$ cat src/rtl/mmu_sequencer_pkg.sv
// Shared types and width helpers for the systolic-array MMU sequencer.
// Holds the sequencer state enumeration, the default parameter values and
// the functions that derive address, lane-index and beat-count widths.
package mmu_sequencer_pkg;

  localparam int unsigned DEF_N        = 2;
  localparam int unsigned DEF_ACC_W    = 16;
  localparam int unsigned DEF_OUT_W    = 8;
  localparam int unsigned DEF_PIPE_LAT = 1;

  typedef enum logic [2:0] {
    ST_IDLE,
    ST_LOAD,
    ST_COMPUTE,
    ST_WAIT,
    ST_DRAIN
  } state_t;

  // Operand memory holds both A and B: 2*N*N words.
  function automatic int unsigned calc_aw(input int unsigned n);
    return $clog2(2 * n * n);
  endfunction

  // Per-lane operand index width, never narrower than one bit.
  function automatic int unsigned calc_iw(input int unsigned n);
    return (n < 2) ? 1 : $clog2(n);
  endfunction

  // Host beats needed to carry one accumulator result.
  function automatic int unsigned calc_bpr(input int unsigned acc_w, input int unsigned out_w);
    return acc_w / out_w;
  endfunction

endpackage

$ cat src/rtl/mmu_sequencer_result_serializer.sv
// Snapshots the array results and streams them to the host as OUT_W beats,
// row-major by element, most significant slice first.
// Ports: load (capture c_flat and present the first beat), c_flat,
//        out_data/out_valid/out_ready (host stream), last_c (final beat is
//        being accepted this cycle), done (pulse after the final accept).
module result_serializer
  import mmu_sequencer_pkg::*;
#(
  parameter int unsigned N     = DEF_N,
  parameter int unsigned ACC_W = DEF_ACC_W,
  parameter int unsigned OUT_W = DEF_OUT_W
) (
  input  logic                   clk,
  input  logic                   rst_n,
  input  logic                   load,
  input  logic [N*N*ACC_W-1:0]   c_flat,
  output logic [OUT_W-1:0]       out_data,
  output logic                   out_valid,
  input  logic                   out_ready,
  output logic                   last_c,
  output logic                   done
);

  localparam int unsigned BPR = calc_bpr(ACC_W, OUT_W);
  localparam int unsigned EW  = $clog2(N * N);
  localparam int unsigned SW  = (BPR < 2) ? 1 : $clog2(BPR);

  logic [N*N*ACC_W-1:0] snap_q;
  logic [EW-1:0]        elem_q, elem_d;
  logic [SW-1:0]        slc_q, slc_d;
  logic                 accept_c;

  // Slice s of element e; slice BPR-1 is the most significant.
  function automatic logic [OUT_W-1:0] pick(input logic [N*N*ACC_W-1:0] v,
                                            input logic [EW-1:0] e,
                                            input logic [SW-1:0] s);
    return v[(int'(e) * int'(ACC_W) + int'(s) * int'(OUT_W)) +: OUT_W];
  endfunction

  assign accept_c = out_valid && out_ready;
  assign last_c   = accept_c && (elem_q == EW'(N * N - 1)) && (slc_q == '0);

  // Beat position following the current one.
  always_comb begin
    elem_d = elem_q;
    slc_d  = slc_q;
    if (slc_q == '0) begin
      elem_d = elem_q + EW'(1);
      slc_d  = SW'(BPR - 1);
    end else begin
      slc_d = slc_q - SW'(1);
    end
  end

  // Snapshot, beat counters and registered beat output.
  always_ff @(posedge clk or negedge rst_n) begin
    if (!rst_n) begin
      snap_q    <= '0;
      elem_q    <= '0;
      slc_q     <= '0;
      out_data  <= '0;
      out_valid <= 1'b0;
      done      <= 1'b0;
    end else begin
      done <= 1'b0;
      if (load) begin
        snap_q    <= c_flat;
        elem_q    <= '0;
        slc_q     <= SW'(BPR - 1);
        out_valid <= 1'b1;
        out_data  <= pick(c_flat, EW'(0), SW'(BPR - 1));
      end else if (accept_c) begin
        if (last_c) begin
          out_valid <= 1'b0;
          out_data  <= '0;
          done      <= 1'b1;
        end else begin
          elem_q   <= elem_d;
          slc_q    <= slc_d;
          out_data <= pick(snap_q, elem_d, slc_d);
        end
      end
    end
  end

endmodule

$ cat src/rtl/mmu_sequencer.sv
// Job sequencer for an N x N systolic matrix unit: loads 2*N*N operand
// words, drives the skewed operand feed, waits for the array pipeline and
// drains the results to the host.
// Ports: load_en/transpose (operand load), mem_addr (write address),
//        clear/feed_valid/a_sel/b_sel/a_vld/b_vld (array feed control),
//        transpose_out (job mode), c_flat (array results),
//        out_data/out_valid/out_ready (result stream), busy, done.
module mmu_sequencer
  import mmu_sequencer_pkg::*;
#(
  parameter int unsigned N        = DEF_N,
  parameter int unsigned ACC_W    = DEF_ACC_W,
  parameter int unsigned OUT_W    = DEF_OUT_W,
  parameter int unsigned PIPE_LAT = DEF_PIPE_LAT,
  localparam int unsigned AW      = calc_aw(N),
  localparam int unsigned IW      = calc_iw(N)
) (
  input  logic                 clk,
  input  logic                 rst_n,
  input  logic                 load_en,
  input  logic                 transpose,
  input  logic [N*N*ACC_W-1:0] c_flat,
  input  logic                 out_ready,
  output logic [AW-1:0]        mem_addr,
  output logic                 clear,
  output logic                 feed_valid,
  output logic [N*IW-1:0]      a_sel,
  output logic [N*IW-1:0]      b_sel,
  output logic [N-1:0]         a_vld,
  output logic [N-1:0]         b_vld,
  output logic                 transpose_out,
  output logic [OUT_W-1:0]     out_data,
  output logic                 out_valid,
  output logic                 busy,
  output logic                 done
);

  localparam int unsigned WORDS = 2 * N * N;
  localparam int unsigned PL    = (PIPE_LAT == 0) ? 1 : PIPE_LAT;
  localparam int unsigned CW    = $clog2(3 * N + PL);

  state_t           state_q, state_d;
  logic [CW-1:0]    cnt_q, cnt_d;
  logic [AW-1:0]    addr_d;
  logic             trans_d;
  logic             clear_d;
  logic             feed_d;
  logic             busy_d;
  logic [N-1:0]     vld_d;
  logic [N*IW-1:0]  sel_d;
  logic             snap_load_c;
  logic             drain_last_c;

  // State and registered outputs.
  always_ff @(posedge clk or negedge rst_n) begin
    if (!rst_n) begin
      state_q       <= ST_IDLE;
      cnt_q         <= '0;
      mem_addr      <= '0;
      transpose_out <= 1'b0;
      clear         <= 1'b0;
      feed_valid    <= 1'b0;
      a_vld         <= '0;
      b_vld         <= '0;
      a_sel         <= '0;
      b_sel         <= '0;
      busy          <= 1'b0;
    end else begin
      state_q       <= state_d;
      cnt_q         <= cnt_d;
      mem_addr      <= addr_d;
      transpose_out <= trans_d;
      clear         <= clear_d;
      feed_valid    <= feed_d;
      a_vld         <= vld_d;
      b_vld         <= vld_d;
      a_sel         <= sel_d;
      b_sel         <= sel_d;
      busy          <= busy_d;
    end
  end

  // Next state, counters and next values of the registered outputs.
  always_comb begin
    state_d     = state_q;
    cnt_d       = cnt_q;
    addr_d      = mem_addr;
    trans_d     = transpose_out;
    snap_load_c = 1'b0;
    vld_d       = '0;
    sel_d       = '0;

    case (state_q)
      ST_IDLE: begin
        // The triggering beat is written at address 0.
        if (load_en) begin
          addr_d  = AW'(1);
          trans_d = transpose;
          state_d = ST_LOAD;
        end
      end
      ST_LOAD: begin
        if (load_en) begin
          if (mem_addr == AW'(WORDS - 1)) begin
            addr_d  = '0;
            cnt_d   = '0;
            state_d = ST_COMPUTE;
          end else begin
            addr_d = mem_addr + AW'(1);
          end
        end
      end
      ST_COMPUTE: begin
        if (cnt_q == CW'(3 * N - 3)) begin
          cnt_d   = '0;
          state_d = ST_WAIT;
        end else begin
          cnt_d = cnt_q + CW'(1);
        end
      end
      ST_WAIT: begin
        if (cnt_q == CW'(PL - 1)) begin
          snap_load_c = 1'b1;
          state_d     = ST_DRAIN;
        end else begin
          cnt_d = cnt_q + CW'(1);
        end
      end
      ST_DRAIN: begin
        if (drain_last_c) state_d = ST_IDLE;
      end
      default: state_d = ST_IDLE;
    endcase

    feed_d  = (state_d == ST_COMPUTE);
    clear_d = feed_d && (state_q != ST_COMPUTE);
    busy_d  = (state_d != ST_IDLE);

    // Lane i carries operand k = t - i while 0 <= k < N.
    for (int i = 0; i < int'(N); i++) begin
      if (feed_d && (int'(cnt_d) >= i) && (int'(cnt_d) < i + int'(N))) begin
        vld_d[i]           = 1'b1;
        sel_d[i*IW +: IW]  = IW'(int'(cnt_d) - i);
      end
    end
  end

  result_serializer #(
    .N     (N),
    .ACC_W (ACC_W),
    .OUT_W (OUT_W)
  ) u_ser (
    .clk       (clk),
    .rst_n     (rst_n),
    .load      (snap_load_c),
    .c_flat    (c_flat),
    .out_data  (out_data),
    .out_valid (out_valid),
    .out_ready (out_ready),
    .last_c    (drain_last_c),
    .done      (done)
  );

endmodule

$ cat config.mk
export PLATFORM = sky130hd
export DESIGN_NAME = mmu_sequencer
export DESIGN_NICKNAME = d
export VERILOG_FILES = /design/src/rtl/mmu_sequencer_pkg.sv /design/src/rtl/mmu_sequencer_result_serializer.sv /design/src/rtl/mmu_sequencer.sv
export SDC_FILE = /design/constraint.sdc
export NUM_CORES = 1
export LEC_CHECK = 0
export ABC_AREA = 1
export CAP_MARGIN = 20
export CORE_MARGIN = 3
export CORE_UTILIZATION = 30
export DETAILED_ROUTE_END_ITERATION = 10
export PLACE_DENSITY_LB_ADDON = 0.25
export SYNTH_ARGS = -nofsm -noshare
export SYNTH_HDL_FRONTEND = slang
export SYNTH_SLANG_ARGS = --single-unit
$ cat constraint.sdc
create_clock -name clk -period 2.05 [get_ports clk]
set_input_delay 0.41 -clock clk [delete_from_list [all_inputs] [get_ports clk]]
set_output_delay 0.41 -clock clk [all_outputs]
set_load 0.05 [all_outputs]
# Yosys cells after proc, flatten, opt, wreduce, memory -nomap -nowiden
# Index checks and enable logic that the tools add are counted.
totals:
  reg_bits: 94
  input_bits: 69
  output_inout_bits: 25
  word_cells: 94
classes:
  addsub: 6
  magnitude_cmp: 3
  n_eq_ne: 12
  shifts: 1
  n_mux: 39
  bitwise_logic: 1
  n_reduce_logical: 17
ops:
  columns: ["cell", "n"]
  rows:
  - ["64-bit by 32-bit variable part select with 8-bit output", 1]
  - ["3-bit two-way mux", 13]
  - ["8-bit two-way mux", 3]
  - ["1-bit two-way mux", 16]
  - ["3-bit case mux with 5 select lines", 1]
  - ["3-bit by 2-bit == test with 1-bit output (second input constant)", 4]
  - ["3-bit case mux with 3 select lines", 1]
  - ["2-bit two-way mux", 4]
  - ["6-bit by 4-bit adder with 7-bit output", 1]
  - ["1-bit logical AND", 7]
  - ["3-bit by 1-bit adder with 3-bit output (second input constant)", 2]
  - ["3-bit == test (second input constant)", 2]
  - ["3-bit logical NOT", 2]
  - ["3-bit by 2-bit < comparator with 1-bit output (second input constant)", 2]
  - ["2-bit != test (second input constant)", 3]
  - ["3-bit case mux with 2 select lines", 1]
  - ["2-bit AND reduction", 3]
  - ["2-bit nonzero test", 3]
  - ["3-bit by 1-bit == test with 1-bit output (second input constant)", 1]
  - ["3-bit by 1-bit greater-or-equal comparator with 1-bit output (second input constant)", 1]
  - ["3-bit by 2-bit != test with 1-bit output (second input constant)", 1]
  - ["3-bit AND reduction", 1]
  - ["3-bit nonzero test", 1]
  - ["2-bit by 1-bit adder with 2-bit output (second input constant)", 1]
  - ["3 further kinds", 4]

# Logic depth before layout (Yosys ltp)
# Gate-level depths: netlist of the first run.
logic_depth:
  depth_word: 9
  mapped_depth: 11
  ltp_nobuf: 11

# By module
# From an unflattened synthesis of the first run, not the netlist that was laid out.
hier_totals:
  hier_cells: 595
  area_unflattened_um2: 4534.3
by_module_without_submodules:
  columns: ["module", "instances", "cells_each", "area_per_inst_um2", "seq_area_each_um2"]
  rows:
  - ["result_serializer", 1, 488, 3601.0, 1926.8]
  - ["mmu_sequencer", 1, 107, 933.4, 425.4]

# Least setup slack after synthesis of the first run
# Ideal clock, no wire load.
synth_path:
  path_kind: "register to register"
  startpoint: "reg mem_addr[0]"
  endpoint: "reg b_vld[1]"
  setup_time_ns: 0.118
  arrival_ns: 1.683
  t_required_ns: 1.932
  slack_ns: 0.249
  path_stages_with_launch: 11
  n_path_buf: 0
  path_cell_list: "dfrtp_1 -> ha_1 -> ha_1 -> nand2_1 -> nand4_1 -> nand2_2 -> nand2_1 -> nand2_1 -> nor2_2 -> nand2_1 -> nand2_1"
synth_via:
  elab_chain_len: 8
  elab_cells_between_ends: 13
  classes_between: "2 x order compare; 2 x eq/ne; 7 x mux; 2 x reduce/logical"
synth_rtl:
  columns: ["item", "line", "text"]
  rows:
  - ["start, declared", "mmu_sequencer.sv:24", "output logic [AW-1:0] mem_addr,"]
  - ["start signal, assigned", "mmu_sequencer.sv:71", "mem_addr <= addr_d;"]
  - ["3-bit == test (*)", "mmu_sequencer.sv:104", "if (mem_addr == AW'(WORDS - 1)) begin"]
  - ["3-bit two-way mux (*)", "mmu_sequencer.sv:104", null]
  - ["3-bit two-way mux (*)", "mmu_sequencer.sv:103", "if (load_en) begin"]
  - ["3-bit case mux with 3 select lines (*)", "mmu_sequencer.sv:93", "case (state_q)"]
  - ["via cnt_d[2]", "mmu_sequencer.sv:43", "logic [CW-1:0] cnt_q, cnt_d;"]
  - ["3-bit by 1-bit greater-or-equal comparator with 1-bit output", "mmu_sequencer.sv:141", "if (feed_d && (int'(cnt_d) >= i) && (int'(cnt_d) < i + int'(N))) begin"]
  - ["1-bit logical AND", "mmu_sequencer.sv:141", null]
  - ["1-bit logical AND (*)", "mmu_sequencer.sv:141", null]
  - ["1-bit two-way mux (*)", "mmu_sequencer.sv:141", null]
  - ["via vld_d[1]", "mmu_sequencer.sv:49", "logic [N-1:0] vld_d;"]
  - ["end signal, assigned", "mmu_sequencer.sv:76", "b_vld <= vld_d;"]
  - ["end, declared", "mmu_sequencer.sv:30", "output logic [N-1:0] b_vld,"]
# Mark *: on every way through the listed nets, which the timed path passes. The rest lies on a longest branch.
# A chain may end at the register's enable or synchronous reset.

# Worst setup path after layout of the first run
layout_path:
  startpoint: "reg u_ser.out_data[0]"
  endpoint: "out out_data[0]"
layout_rtl:
  columns: ["item", "line", "text"]
  rows:
  - ["start, declared", "mmu_sequencer_result_serializer.sv:17", "output logic [OUT_W-1:0] out_data,"]
  - ["start signal, assigned", "mmu_sequencer_result_serializer.sv:71", "out_data <= pick(c_flat, EW'(0), SW'(BPR - 1));"]
  - ["start signal, assigned", "mmu_sequencer_result_serializer.sv:80", "out_data <= pick(snap_q, elem_d, slc_d);"]
  - ["end, declared", "mmu_sequencer.sv:32", "output logic [OUT_W-1:0] out_data,"]
# No word-level cell between the ends.

==> metrics, run 1 <==
status finished clean; routed wl met2 6009 um; register area share after synthesis 51.93%; Metal-1 WL 5344 um; Fmax achieved 0.5088 GHz; synth top area cells dfrtp_1 (52%), nand2_1 (25%), nand3_1 (4.4%), a21oi_1 (2.0%), buf_6 (2.0%); syn avg cell area 7.932 um2; Worst Path Required 1640 ps; WP data arrival 1560 ps; CTS tree done; Slowest Stage Delay on Critical Path 820 ps; synth-to-layout area growth 31.11%; Placer Congestion 0.8683; H-tree depth 3; Post-Syn Instances 571; Synthesized Nets 647; Reg clk slew, reported paths 70 ps; Yosys reg bits 94; Final ANT Viol Nets 0; clock latency on the worst-skew pair 350 ps; Num CTS Buffers 9; CP startpoint kind flip-flop; worst clock skew 10.19 ps; share of cells above drive strength 1 7.970%; Die W 128.9 um; first-pass GRT wire length 20,020 um; Design Power 9.994 mW; post-layout minimum cycle time 1965 ps; number of synthesized flops with an enable pin 0; number of nets in the layout 736; P per Cell Area 1683 nW/um2; detailed placement HPWL 8948 um; total die area 16,610 um2; final period utilization 95.87%; leakage power total 2.981 nW; CP Class reg2out; CP delay by family, top buffers and inverters; I/O pins 94; Crit. End Element primary output; die height 128.9 um; Routed wire per std cell 14.36 um; drt first pass iters 4; r2r setup slk 190 ps; combined area of the multi-input logic cells 1883 um2; final setup fails 0; metal3 WL 606 um; Cell Area, Placed 5609 um2; Slowest-stage cell, CP clkdlybuf4s50_1; pre-CTS setup slack 198.6 ps; Synth async-reset ratio 100.0%; Synth Warn # 0; register area 2352 um2; Synth cell types 29; initial DRC count 180; row count 44; post-synth top area cell dfrtp_1; worst path buffer plus inverter count 1; worst slew pin tran 581.5 ps; non-filler instance count after layout 849; DR vias 3,893; max_slew headroom 61.23%; Initial Util 30.93%; largest net degree at the start of global routing 66; overall global routing resource usage 15.28%; worst vdd ir 0.5529 mV; final setup margin 84.70 ps; Fin. Hold Viols 0; clock sink count 94; commonest non-fill, non-tap cell in the layout nand2_1; Final Max Slew Viols 0; hold slack 43.23 ps; post-layout util 40.55%; vias in the first global route 4,047; total gr overflow 0; Post-Place Cells 832; mapped cell area 4529 um2; CORE AREA 14,640 um2; area share of the largest cell type after synthesis 51.93%; vias per inst 4.585; FILL cells 1,512; most frequent cells in the layout nand2_1 (307), dfrtp_1 (94), clkdlybuf4s50_1 (89); Layout Cell Area excl Fill 5938 um2; Max FO, Critical Path 2; CTS root buf clkbuf_16; RSZ-0062 raised after global routing no; DR top layer met4; post-route setup TNS 0 ps; drt drc 0; number of max-cap violations 0; Top FF cell, synth dfrtp_1; # diodes 0; Port Buffers 93; critical-path cell list clkdlybuf4s50_1; Hold Path Class in2async; Max Buffers Root-to-Sink 2; post_cts resized 0; initial antenna violation count 0; Total Wirelength 12,190 um
[final timing paths]
path	startpoint	to	cells past startpoint
max in group asynchronous	rst_n	u_ser.snap_q[40]$_DFFE_PN0P_	2
worst max-delay path	u_ser.out_data[0]$_DFFE_PN0P_	out_data[0]	1
worst max register to register	cnt_q[0]$_DFF_PN0_	u_ser.elem_q[0]$_DFFE_PN0P_	10
worst min-delay path	rst_n	mem_addr[1]$_DFFE_PN0P_	1
worst min register to register	u_ser.snap_q[26]$_DFFE_PN0P_	u_ser.snap_q[26]$_DFFE_PN0P_	2
min in group clk	u_ser.snap_q[26]$_DFFE_PN0P_	u_ser.snap_q[26]$_DFFE_PN0P_	2
[what timing repair did]
item	CTS	global route
setup buffers	0	1
hold endpoints to repair	0	0
setup endpoints to repair	0	1
hold buffers	0	0
[metal layers]
layer / up-vias / GRT usage [%]
met5: - / 0
met4: 0 / 4.818
met3: 19 / 3.528
met2: 109 / 26.10
met1: 1813 / 19.18
li1: 1952 / -
[kinds of logic after synthesis]
group                      share of synthesized area, %
muxes                                            0.2486
buffers and inverters                             6.492
DFF                                               51.93
and+or+nand+nor                                   35.72
adders and majority gates                         1.934
AOI/OAI and AO/OA                                 3.674
[synth_stat cells (2+ instances only)]
cell	instances
o21ai_1	3
nor2_1	15
nor2_4	5
a22o_1	2
inv_2	3
nand4_1	6
nor2_2	5
inv_1	23
o21ai_0	4
buf_4	5
nand2_1	307
nand2_2	4
a21oi_1	18
nand3_1	40
ha_1	7
o21a_1	2
dfrtp_1	94
buf_2	10
buf_6	8
[report_power, final]
part | total (mW) | internal [mW] | switching, mW
Combinational | 4.87 | 1.73 | 3.14
Clock | 1.74 | 0.985 | 0.751
Sequential | 3.39 | 2.75 | 0.643
[flip-flops by register name, summed over array words and instances, names as in the netlist]
register         count
transpose_out        1
b_sel                2
clear                1
busy                 1
u_ser.snap_q        64
u_ser.out_data       8
u_ser.elem_q         2
feed_valid           1
mem_addr             3
u_ser.slc_q          1
u_ser.done           1
cnt_q                3
state_q              3
b_vld                2
u_ser.out_valid      1
[cell type report]
cell class / instances / area share [%]
well taps: 184 / 3.877
flip-flops and latches: 94 / 39.61
repair buffers: 102 / 17.70
inverters: 28 / 1.896
clock inverters: 6 / 1.180
clock buffers: 10 / 4.024
multi-input cells: 425 / 31.71
No activity file was read; power rests on OpenSTA's default activity.
==> inputs of run 2 (changes only) <==
CORE_UTILIZATION = 35   (was 30)
==> run 2 against run 1 <==
Effect of this change: cell area is 0.70% lower; worst setup slack about the same; sequential cell count unchanged; clock-buffer cell count is 1 higher; highest routed layer unchanged.
==> metrics, run 2 (synthesized netlist as in run 1, its figures left out) <==
largest net degree at the start of global routing 67 (was 66); drt first pass iters 4 (unchanged); Total Wirelength 11,260 um (was 12,190 um); overall global routing resource usage 16.60% (was 15.28%); I/O pins 94 (unchanged); max_slew headroom 65.53% (was 61.23%); total die area 14,340 um2 (was 16,610 um2); CP Class reg2out (unchanged); die height 119.8 um (was 128.9 um); post-route setup TNS 0 ps (unchanged); RR Startpoint cnt_q[0]$_DFF_PN0_ (unchanged); Die W 119.8 um (was 128.9 um); Final ANT Viol Nets 0 (unchanged); Worst path depth 1 (unchanged); initial DRC count 243 (was 180); CP startpoint kind flip-flop (unchanged); Top reg by flops u_ser.snap_q (unchanged); DR vias 3,895 (was 3,893); Num CTS Buffers 9 (unchanged); Hold Path Class in2async (unchanged); Max FO, Critical Path 2 (unchanged); reg-to-reg critical path endpoint b_vld[1]$_DFF_PN0_ (was u_ser.elem_q[0]$_DFFE_PN0P_); Slowest-stage cell, CP clkdlybuf4s50_1 (unchanged); number of nets in the layout 735 (was 736); row count 40 (was 44); worst clock skew 5.872 ps (was 10.19 ps); met2 Track Usage GR 25.53% (was 26.10%); met3 Resource Use GR 4.524% (was 3.528%); max reg flops 64 (unchanged); worst path buffer plus inverter count 1 (unchanged); Crit. End Element primary output (unchanged); P per Cell Area 1670 nW/um2 (was 1683 nW/um2); r2r setup slk 210 ps (was 190 ps); clock sink count 94 (unchanged); Initial Util 36.79% (was 30.93%); first-pass GRT wire length 19,040 um (was 20,020 um); detailed placement HPWL 8195 um (was 8948 um); Reg clk slew, reported paths 70 ps (about the same); commonest non-fill, non-tap cell in the layout nand2_1 (unchanged); synth-to-layout area growth 30.19% (was 31.11%); Regs by FF count u_ser.snap_q: 64 flops, u_ser.out_data: 8 flops (unchanged); Port Buffers 93 (unchanged); CP startpoint u_ser.out_data[4]$_DFFE_PN0P_ (was u_ser.out_data[0]$_DFFE_PN0P_); CTS tree done (unchanged); critical-path cell list clkdlybuf4s50_1 (unchanged); Slowest Stage Delay on Critical Path 830 ps (was 820 ps); H-tree depth 3 (unchanged); leakage power total 2.968 nW (was 2.981 nW); CORE AREA 12,310 um2 (was 14,640 um2); R2R cell count 11 (was 10); share of cells above drive strength 1 7.229% (was 7.970%); clock latency on the worst-skew pair 350 ps (about the same); status finished clean (unchanged); Design Power 9.849 mW (was 9.994 mW); number of setup buffers added after CTS 0 (unchanged); RSZ-0062 raised after global routing no (unchanged); Fmax achieved 0.5088 GHz (about the same); final period utilization 95.88% (was 95.87%); CP delay by family, top buffers and inverters (unchanged); Placer Congestion 0.8011 (was 0.8683); total gr overflow 0 (unchanged); worst vdd ir 0.5627 mV (was 0.5529 mV); Global Route met1 Usage 23.08% (was 19.18%); Worst Path Required 1640 ps (about the same); vias per inst 4.681 (was 4.585); vias in the first global route 3,883 (was 4,047); # diodes 0 (unchanged); CP Capture Point out_data[4] (was out_data[0]); final setup fails 0 (unchanged); post-layout minimum cycle time 1965 ps (about the same); Routed wire per std cell 13.53 um (was 14.36 um); Max Buffers Root-to-Sink 2 (unchanged); WP data arrival 1560 ps (about the same); CTS root buf clkbuf_16 (unchanged); most frequent cells in the layout nand2_1 (307), dfrtp_1 (93), clkdlybuf4s50_1 (92) (was nand2_1 (307), dfrtp_1 (94), clkdlybuf4s50_1 (89)); number of max-cap violations 0 (unchanged); Final Max Slew Viols 0 (unchanged); most crowded layer after global routing met2 (unchanged); initial antenna violation count 0 (unchanged); worst slew pin tran 515.4 ps (was 581.5 ps); drt drc 0 (unchanged); Fin. Hold Viols 0 (unchanged)
-- run 2: cell types whose count changed in the layout (fill, tap and decap cells not counted), sizes merged --
cell,change
clkdlybuf4s50,+3
clkinv,+1
inv,-1
dlygate4sd3,+1
clkinvlp,-1
clkbuf,+1
buf,-5
-- run 2: layout make-up --
class / count / area, um2
clock buffers: 11 / 242.7
clock inverters: 5 / 58.81
fillers: 1245 / 6415
inverters: 28 / 112.6
multi-input cells: 425 / 1883
flip-flops and latches: 94 / 2354
well taps: 168 / 210.2
repair buffers: 101 / 1036
-- run 2: layer usage --
layer  share of wire [%]  wire length, um  vias to the layer above
met1                  47             5283                     1812
li1                    -                -                     1954
met5                   0                0                        -
met3                 6.3              705                       11
met4                 1.2              140                        0
met2                  46             5127                      118
-- run 2: worst min-delay path by stage --
stage | startpoint | end | slack (ps) | cells past startpoint
after floorplan | rst_n | b_sel[0]$_DFF_PN0_ | 110 | 0
after global placement | rst_n | clear$_DFF_PN0_ | 300 | 1
after detailed placement | rst_n | clear$_DFF_PN0_ | 300 | 1
after CTS | rst_n | clear$_DFF_PN0_ | 470 | 2
after global routing | rst_n | clear$_DFF_PN0_ | 490 | 2
final | rst_n | clear$_DFF_PN0_ | 470 | 2
-- run 2: report_power, final --
| part | internal (mW) | switching, mW |
|---|---|---|
| sequential | 2.75 | 0.601 |
| clock | 0.979 | 0.715 |
| combinational | 1.70 | 3.11 |
| total | 5.42 | 4.42 |
-- run 2: repair_timing --
action,in CTS,in global routing
hold endpoints to repair,15,0
hold buffers,1,0
resized for setup,0,2
setup endpoints to repair,0,1
-- run 2: stage by stage --
stage / util [%] / cell area (um2) / setup WS (ps) / std cells / hold slack, ps
6_report: 47.90 / 5897 / 84.52 / 832 / 474.3
5_1_grt: 47.90 / 5897 / 43.07 / 832 / 490.8
4_1_cts: 47.83 / 5888 / 65.49 / 832 / 469.2
3_5_place_dp: 45.29 / 5577 / 149.6 / 815 / 300.9
3_3_place_gp: 45.29 / 5577 / 211.0 / 815 / 303.8
2_1_floorplan: - / 4529 / 249.1 / 571 / 114.4
==> inputs of run 3 (changes only) <==
ABC_AREA = unset   (was 1)
==> run 3 against run 2 <==
Effect of this change: sequential share of layout area grew 0.91 points; worst setup slack improved by 12 ps; wire length shrank 14%; die area down 3.4%; clock skew up 2.2 ps; sequential cell count unchanged; global-route usage is 2.0 points lower; clock-buffer cell count shrank 2; synthesized cell count fell by 23%; power down 11%.
==> metrics, run 3 <==
drt first pass iters 4 (unchanged); Placer Congestion 0.8638 (was 0.8011); Routed wire per std cell 13.81 um (was 13.53 um); CP startpoint u_ser.out_data[3]$_DFFE_PN0P_ (was u_ser.out_data[4]$_DFFE_PN0P_); Post-Syn Instances 439 (was 571); worst path buffer plus inverter count 1 (unchanged); post-layout util 47.58% (was 47.90%); final period utilization 95.31% (was 95.88%); combined area of the multi-input logic cells 1836 um2 (was 1883 um2); die height 117.7 um (was 119.8 um); CTS root buf clkbuf_16 (unchanged); first-pass GRT wire length 16,240 um (was 19,040 um); Top FF cell, synth dfrtp_1 (unchanged); critical-path cell list clkdlybuf4s50_1 (unchanged); Synth cell types 42 (was 29); status finished clean (unchanged); synth top area cells dfrtp_1 (54%), nand2_1 (18%), mux4_2 (8.3%), mux2i_1 (2.1%), ha_1 (2.0%) (was dfrtp_1 (52%), nand2_1 (25%), nand3_1 (4.4%), a21oi_1 (2.0%), buf_6 (2.0%)); CP delay by family, top buffers and inverters (unchanged); CORE AREA 12,110 um2 (was 12,310 um2); number of synthesized flops with an enable pin 0 (unchanged); WP data arrival 1540 ps (was 1560 ps); post-layout minimum cycle time 1954 ps (was 1965 ps); count leader, synth nand2_1 (unchanged); Synth async-reset ratio 100.0% (unchanged); Layout Cell Area excl Fill 5763 um2 (was 5897 um2); RSZ-0062 raised after global routing no (unchanged); number of max-cap violations 0 (unchanged); Final Max Slew Viols 0 (unchanged); number of nets in the layout 605 (was 735); initial DRC count 123 (was 243); Yosys reg bits 94 (unchanged); Synth Warn # 0 (unchanged); Post-Place Cells 686 (was 815); Top reg by flops u_ser.snap_q (unchanged); Max FO, Critical Path 2 (unchanged); Hold Path Class in2async (unchanged); P per Cell Area 1525 nW/um2 (was 1670 nW/um2); non-filler instance count after layout 702 (was 832); Slowest-stage cell, CP clkdlybuf4s50_1 (unchanged); DR vias 3,226 (was 3,895); Cell Area, Placed 5465 um2 (was 5577 um2); vias in the first global route 3,217 (was 3,883); clock latency on the worst-skew pair 340 ps (was 350 ps); mapped cell area 4365 um2 (was 4529 um2); commonest non-fill, non-tap cell in the layout nand2_1 (unchanged); number of setup buffers added after CTS 0 (unchanged); Port Buffers 93 (unchanged); synth-to-layout area growth 32.01% (was 30.19%); largest net degree at the start of global routing 49 (was 67); initial antenna violation count 0 (unchanged); row count 40 (unchanged); Fmax achieved 0.5118 GHz (was 0.5088 GHz); hold slack 33.51 ps (was 474.3 ps); share of cells above drive strength 1 11.42% (was 7.229%); Total Wirelength 9696 um (was 11,260 um); worst slew pin tran 510.3 ps (was 515.4 ps); leakage power total 2.662 nW (was 2.968 nW); CTS tree done (unchanged); Worst Path Required 1640 ps (about the same); Num CTS Buffers 9 (unchanged); Regs by FF count u_ser.snap_q: 64 flops, u_ser.out_data: 8 flops (unchanged); Synthesized Nets 515 (was 647); Max Buffers Root-to-Sink 2 (unchanged); final setup margin 96.10 ps (was 84.52 ps); post-route setup TNS 0 ps (unchanged); syn avg cell area 9.944 um2 (was 7.932 um2); worst vdd ir 0.4520 mV (was 0.5627 mV); CP startpoint kind flip-flop (unchanged); RR Startpoint cnt_q[0]$_DFF_PN0_ (unchanged); total gr overflow 0 (unchanged); Initial Util 36.04% (was 36.79%); post-synth top area cell dfrtp_1 (unchanged); Die W 117.7 um (was 119.8 um); worst clock skew 8.112 ps (was 5.872 ps); synth cell count leaders nand2_1 (206), dfrtp_1 (94), mux4_2 (16), buf_2 (14), o21ai_0 (11) (was nand2_1 (307), dfrtp_1 (94), nand3_1 (40), inv_1 (23), a21oi_1 (18)); Crit. End Element primary output (unchanged); H-tree depth 3 (unchanged); most frequent cells in the layout nand2_1 (206), dfrtp_1 (94), clkdlybuf4s50_1 (91) (was nand2_1 (307), dfrtp_1 (93), clkdlybuf4s50_1 (92)); max reg flops 64 (unchanged); register area share after synthesis 53.88% (was 51.93%); total die area 13,850 um2 (was 14,340 um2); Fin. Hold Viols 0 (unchanged); drt drc 0 (unchanged); max_slew headroom 65.87% (was 65.53%); Reg clk slew, reported paths 70 ps (about the same); area share of the largest cell type after synthesis 53.88% (was 51.93%); FILL cells 1,179 (was 1,245); overall global routing resource usage 14.64% (was 16.60%); pre-CTS setup slack 100.5 ps (was 149.6 ps); final setup fails 0 (unchanged); vias per inst 4.595 (was 4.681); CP Class reg2out (unchanged); # diodes 0 (unchanged); Final ANT Viol Nets 0 (unchanged); clock sink count 94 (unchanged); Design Power 8.790 mW (was 9.849 mW); I/O pins 94 (unchanged); register area 2352 um2 (was 2354 um2); Slowest Stage Delay on Critical Path 820 ps (was 830 ps); detailed placement HPWL 7008 um (was 8195 um)
==> run 3: cell count changes after synthesis, moves of 6 or more <==
cell     previous run  this run
nor2_1             15         9
nand3_1            40         4
mux2i_1             0         9
buf_6               8         1
mux4_2              0        16
nand2_1           307       206
a22oi_1             0         8
a21oi_1            18         4
inv_1              23         9
o21ai_0             4        11
==> run 3: report_power, final <==
group / switching (mW) / internal [mW] / leakage [nW]
clock: 0.727 / 0.836 / 0.134
sequential: 0.550 / 2.74 / 1.12
combinational: 2.15 / 1.78 / 1.40
total: 3.43 / 5.36 / 2.66
==> run 3: final cells by class <==
cell class | instances | share of cell area (%)
clock inverters | 7 | 0.9987
flip-flops and latches | 94 | 40.82
well taps | 168 | 3.647
multi-input cells | 309 | 31.85
inverters | 9 | 0.5862
clock buffers | 9 | 3.908
repair buffers | 106 | 18.19
==> run 3: kinds of logic after synthesis <==
family	after synthesis	synth area share (%)
multiplexers	28	11.35
adder cells (fa/ha/maj)	7	2.006
AO/OA/AOI/OAI	37	6.363
buffers and inverters	36	4.442
XOR/XNOR	1	0.2007
AND/OR/NAND/NOR	236	21.75
flip-flops	94	53.88
==> run 3: timing repair <==
action | CTS | global route
gates resized for setup | 0 | 2
hold endpoints to repair | 0 | 0
endpoints found under the setup margin | 0 | 1
hold buffers | 0 | 0
==> run 3: path summary, 6_finish.rpt <==
path | depth (start not counted) | end | slack (ps)
min in group clk | 2 | u_ser.snap_q[54]$_DFFE_PN0P_ | 480
max in group asynchronous | 2 | u_ser.snap_q[59]$_DFFE_PN0P_ | 1390
worst max register to register | 6 | b_vld[1]$_DFF_PN0_ | 110
worst max-delay path | 1 | out_data[3] | 100
worst min-delay path | 1 | transpose_out$_DFFE_PN0P_ | 30
worst min register to register | 2 | u_ser.snap_q[54]$_DFFE_PN0P_ | 480
==> run 3: per-layer routing <==
layer	wire [um]	share of wire, %	track usage (%)	vias to the layer above
met5	0	0	0	-
met4	162	1.7	6.374	0
met3	387	4.0	2.931	13
met2	4361	45	21.74	73
met1	4785	49	20.90	1518
li1	-	-	-	1622
